### config.mk
export PLATFORM = sky130hd
export DESIGN_NAME = demux_1to4_19bit_buf
export DESIGN_NICKNAME = d
export VERILOG_FILES = /design/src/rtl/demux_1to4_19bit_buf.sv
export SDC_FILE = /design/constraint.sdc
export NUM_CORES = 1
export LEC_CHECK = 0
export ABC_AREA = 1
export CAP_MARGIN = 20
export CORE_MARGIN = 3
export CORE_UTILIZATION = 42
export DETAILED_ROUTE_END_ITERATION = 8
export GPL_ROUTABILITY_DRIVEN = 0
export MAX_ROUTING_LAYER = met4
export PLACE_DENSITY = 0.79
export SLEW_MARGIN = 40
export SYNTH_ARGS = -nofsm -noshare
export SYNTH_HDL_FRONTEND = slang
export SYNTH_SLANG_ARGS = --single-unit
### constraint.sdc
create_clock -name clk -period 2.4 [get_ports clk]
set_clock_uncertainty 0.15 [all_clocks]
set_input_delay 0.24 -clock clk [delete_from_list [all_inputs] [get_ports clk]]
set_output_delay 0.24 -clock clk [all_outputs]
set_load 0.01 [all_outputs]
### src/rtl/demux_1to4_19bit_buf.sv
// 1-to-4 demux into one-entry holding buffers; write lands in Q/full one cycle after wr.
// Backpressure via combinational ready; a write refused by ready is dropped and sets sticky ovf.
module demux_1to4_19bit_buf #(
  parameter int WIDTH = 19
) (
  input  logic             clk,
  input  logic             rst_n,
  input  logic [1:0]       S,
  input  logic [WIDTH-1:0] D,
  input  logic             wr,
  input  logic [3:0]       rd,
  output logic [WIDTH-1:0] Q1,
  output logic [WIDTH-1:0] Q2,
  output logic [WIDTH-1:0] Q3,
  output logic [WIDTH-1:0] Q4,
  output logic [3:0]       full,
  output logic             ready,
  output logic             ovf,
  output logic [7:0]       count
);

  // Per-channel state is the full bit itself: 0 = EMPTY, 1 = HELD.
  logic [3:0]       full_q;
  logic [3:0]       full_nxt;
  logic [WIDTH-1:0] q_r [4];
  logic             ovf_q;
  logic [7:0]       count_q;
  logic             accept;
  logic             drop;

  // State register
  always_ff @(posedge clk or negedge rst_n) begin
    if (!rst_n) begin
      full_q  <= 4'b0000;
      ovf_q   <= 1'b0;
      count_q <= 8'd0;
      for (int i = 0; i < 4; i++) begin
        q_r[i] <= '0;
      end
    end else begin
      full_q <= full_nxt;
      if (accept) begin
        q_r[S]  <= D;
        count_q <= count_q + 8'd1;
      end
      if (drop) begin
        ovf_q <= 1'b1;
      end
    end
  end

  // Next-state: consume clears HELD (no-op on EMPTY), an accepted write sets it again.
  always_comb begin
    full_nxt = full_q & ~rd;
    if (accept) begin
      full_nxt[S] = 1'b1;
    end
  end

  // Outputs and handshake
  always_comb begin
    ready  = ~full_q[S] | rd[S];
    accept = wr & ready;
    drop   = wr & ~ready;
    full   = full_q;
    ovf    = ovf_q;
    count  = count_q;
    Q1     = q_r[0];
    Q2     = q_r[1];
    Q3     = q_r[2];
    Q4     = q_r[3];
  end

endmodule
After elaboration in Yosys (flattened, before gate mapping)
Cells that the tools add are included.
- output and inout port bits: 90
- bits in registers: 89
- input port bits: 28
- $lt $le $gt $ge: 4
- add/sub/neg operators: 1
- reduce and logical (&&, ||, !) cells: 2
- bitwise logic cells: 9
- mux-type cells: 10
- operator list (kind ; number):
    $bwmux 76 ; 1
    $demux 19 s2 ; 1
    $mux 19 ; 1
    $add 8x1->8 const B ; 1
    $and 4x4->4 ; 1
    $bmux 1 s2 ; 2
    $mux 4 ; 1
    $not 4->4 ; 1
    $or 4x4->4 ; 1
    $ge 3x3->1 const B ; 1
    $lt 2x3->1 const B ; 1
    $lt 3x1->1 const B ; 1
    $mux 1 ; 3
    $not 2->3 ; 1
    $and 1x1->1 ; 2
    $demux 1 s2 ; 1
    $ge 2x1->1 const B ; 1
    $logic_and 1x1->1 ; 2
    $not 1->1 ; 2
    $or 1x1->1 ; 1

Depth between registers and ports, before layout
- depth in word-level cells: 6
- mapped depth: 11
- gate-level depth less buffers: 9

Least setup slack after synthesis
No wires, ideal clock.
- path kind: input-to-reg
- start point: input port S[0]
- end point: register q_r (netlist bit Q4[10])
- required time: 2.133 ns
- arrival: 1.141 ns
- path slack: 0.992 ns
- setup time: 0.117 ns
- buffers on the path: 3
- stages on the path: 11
- path through: buf_4 > inv_2 > nand2_1 > nand2_1 > nand2_1 > nand2_1 > nand2_2 > buf_6 > buf_6 > nand4_1 > nand2_1
- longest elaborated chain between the ends: 6
- ends and longest elaborated chain (element ; line ; source):
    start, declared ; 8 ; input logic [1:0] S,
    $not 2->3 (implied by the code) ; 43 ; q_r[S] <= D;
    $ge 3x3->1 (implied by the code) or $lt 3x1->1 (tied branches) ; 43 ;
    $logic_and 1x1->1 (implied by the code) ; 43 ;
    $mux 19 (implied by the code) ; 43 ;
    $demux 19 s2 ; 43 ;
    $bwmux 76 ; 43 ;
    end signal, assigned by index ; 38 ; q_r[i] <= '0;
    end signal, assigned by index ; 43 ;
    end, declared ; 25 ; logic [WIDTH-1:0] q_r [4];
Parallel ways exist; a longest one is shown, timed or not. The select of a mux whose other input is x is not followed.
A chain may end at the register's enable or synchronous reset.

Worst setup path in the final report
- start point: input port S[1]
- end point: output port ready
- longest elaborated chain between the ends: 4
- ends and longest elaborated chain (element ; line ; source):
    $bmux 1 s2 ; 62 ; ready = ~full_q[S] | rd[S];
    $mux 1 (implied by the code) ; 62 ;
    $not 1->1 ; 62 ;
    $or 1x1->1 (*) ; 62 ;
    end, declared ; 17 ; output logic ready,
Every way passes the cells marked *; elsewhere a longest branch is shown, timed or not. The select of a mux whose other input is x is not followed.

==> impl_results.md <==
* Outcome: complete, no violations
* Critical Path RT at about 2.0 ns
* Hold Crit Class: input pin to asynchronous set/reset pin
* Setup violators final at 0
* Vias in the first global route at around 3300
* Fin. max-slew vios at 0
* DP HPWL at around 7600 um
* CP Cell Sequence: clkdlybuf4s50_1 -> inv_2 -> nand3_1 -> nand2_1 -> nor2_2 -> nand2_2 -> clkdlybuf4s50_1
* Fin crit share at 92.6%
* Initial antenna violation count at 0
* Num CTS Buffers at 9
* H-tree depth at 3
* Routed Antenna Nets at 0
* TritonRoute pass-1 iters at 4
* Clk Tree Root Cell: clkbuf_8
* Max-cap viol count at 0
* Die height at around 100 um
* Iteration-0 DRC Markers at roughly 250
* Pin slew with the least headroom to its limit at ~0.63 ns
* Avg Cell Area, Syn at a little under 9 sq um
* Leading area contributor after synthesis: dfrtp_1
* DIE WIDTH at 102 um
* # rows at 34
* Routed wire length at 10800 um
* Clock latency at the later pin of the worst-skew pair at around 0.35 ns
* Post-DR vias/cell at approximately 5.4
* Overall Power at 4540 uW
* DRC violations left at 0
* Core area at between 8000 and 9000 sq um
* Cell count after synthesis at approximately 440
* Total gr overflow at 0
* Post-synth EDFFs at 0
* CTS clk-pin slew, worst paths at about 0.090 ns
* Post-DP Area at approximately 5100 sq um
* Layout Nets at around 580
* Clock sinks at 89
* CP Capture Type: output port
* Setup TNS at 0 ns
* Most instantiated library cell after synthesis: nand2_1
* LEAKAGE at between 0.002 and 0.003 uW
* Worst path arrival time at 1.83 ns
* Synthesized Nets at 467
* GRT Overall Usage at between 20% and 30%
* Synth warn at 0
* Post-synthesis register bit count at 89
* Die area at roughly 10000 sq um
* Peak Freq at approximately 450 MHz
* I/O Buffers at between 100 and 150
* Synth top area share at between 50% and 60%
* DP Worst Slack at 0.0882 ns
* Crit path top cell by count: clkdlybuf4s50_1
* Main synth FF type: dfrtp_1
* First-pass GRT wire length at 17000 um
* Crit-path slowest cell: clkdlybuf4s50_1
* FF-to-FF setup slack at 0.64 ns
* VDD IR max at 0.000340 V
* Slowest Stage Delay on Critical Path at around 0.62 ns
* Largest cells by area after synthesis: dfrtp_1 (57%), nand2_1 (18%), nand4_1 (12%)
* CP Launch Type: input pin
* I/O pin count at between 100 and 150
* Cell Area, Synth at 3890 sq um
* RSZ-0062 raised after global routing: no
* Avg WL per Cell at 16.4 um
* Largest net degree at the start of global routing at 69
* Largest fanout on the critical path at 7
* Power per standard cell area at 847 nW/um^2
* Design area at 5360 sq um
* Final WS setup at between 0.15 and 0.2 ns
* Layout area overhead at 37.9%
* Initial core utilization at ~44%
* Slew margin rel. at between 50% and 60%
* Distinct cells, synth at 23
* Sequential area share after synthesis at 57.3%
* Antenna diode count at 0
* DR vias at roughly 3500
* Synth cell count leaders: nand2_1 (188), dfrtp_1 (89), nand4_1 (76)
* FFs w/ async S/R, synth at 100%
* Crit path kind: input pin to output port
* Final hold vios at 0
* CTS tree: done
* Longest Clk Path Bufs at 2
* Fin crit period at about 2.2 ns
* Layout cells sized above 1 at under 10%
[final cells by class]
type / instances / area, sq um
inverter: 11 / 41.3
tap: 108 / 135
clock inverter: 3 / 65.1
sequential: 89 / 2230
clock buffer: 12 / 145
fill: 760 / 3490
multi-input combinational: 302 / 1410
timing repair buffer: 135 / 1340
[worst max-delay path: cells and delay by family]
| kind | cells | cell delay [ns] |
|---|---|---|
| buf+inv | 3 | 1.22 |
| simple gates | 4 | 0.37 |
[sequential cells by signal, summed over array words and instances, names as in the netlist]
name	flops
Q1	19
Q2	19
Q3	19
Q4	19
count	8
full	4
ovf	1
[per-stage QoR]
| stage | hold WS, ns | utilization (%) | instances |
|---|---|---|---|
| after floorplan | -0.206 | - | 438 |
| after global placement | -0.00565 | 58.1 | 644 |
| after detailed placement | -0.00176 | 58.1 | 644 |
| after CTS | 0.184 | 60.6 | 660 |
| after global routing | 0.182 | 60.6 | 660 |
| final | 0.182 | 60.6 | 660 |
[layout by cell type (no fill, tap or decap), types with 2 or more instances in the layout]
cell and count:
buf_12 3, nor2_2 2, clkbuf_8 10, clkbuf_1 2, bufinv_16 2, xnor2_1 3, nand3b_1 2, nand4_1 76
o21ai_1 2, nand2_1 188, o21ai_0 5, inv_2 2, buf_4 15, inv_1 9, dfrtp_1 89, nor2_1 4
clkdlybuf4s50_1 114, nand3_1 14
[what timing repair did]
| item | CTS | global route |
|---|---|---|
| resized for setup | 0 | 1 |
| hold endpoints to repair | 21 | 0 |
| buffers inserted | 0 | 0 |
| endpoints found under the setup margin | 0 | 1 |
| hold buffers | 1 | 0 |
[worst paths after layout]
check | startpoint | end | cells past startpoint
worst max-delay path | S[1] | ready | 7
worst min-delay path | rst_n | Q3[11] | 2
worst max register to register | full[1] | Q1[17] | 10
worst min register to register | Q4[10] | Q4[10] | 2
max in group asynchronous | rst_n | Q2[1] | 3
min in group clk | wr | count[7] | 3
[power by group]
group          internal, uW  leakage [uW]  total, uW  switching (uW)
sequential             1810       0.00112       2040             230
combinational           751       0.00140       1390             637
clock                   609      0.000106       1120             509
total                  3170       0.00262       4540            1380
[metal layers]
metal / vias to the layer above / part of all wire, % / GRT usage (%) / wire length [um]
li1: 1689 / - / - / -
met1: 1705 / 46 / 30.4 / 4970
met2: 126 / 47 / 31.5 / 5100
met3: 16 / 5.3 / 4.57 / 571
met4: 0 / 1.5 / 6.76 / 167
met5: - / 0 / - / 0
[cell families (layout without fill, tap and decap cells)]
family / Yosys count / in the layout / share of synthesized area [%]
adder cells (fa/ha/maj): 1 / 1 / 0.322
AO/OA/AOI/OAI: 8 / 8 / 1.13
flip-flops: 89 / 89 / 57.3
AND/OR/NAND/NOR: 289 / 289 / 33.8
buffers and inverters: 47 / 161 / 6.56
XOR/XNOR: 4 / 4 / 0.901
No activity file was read; power rests on OpenSTA's default activity.
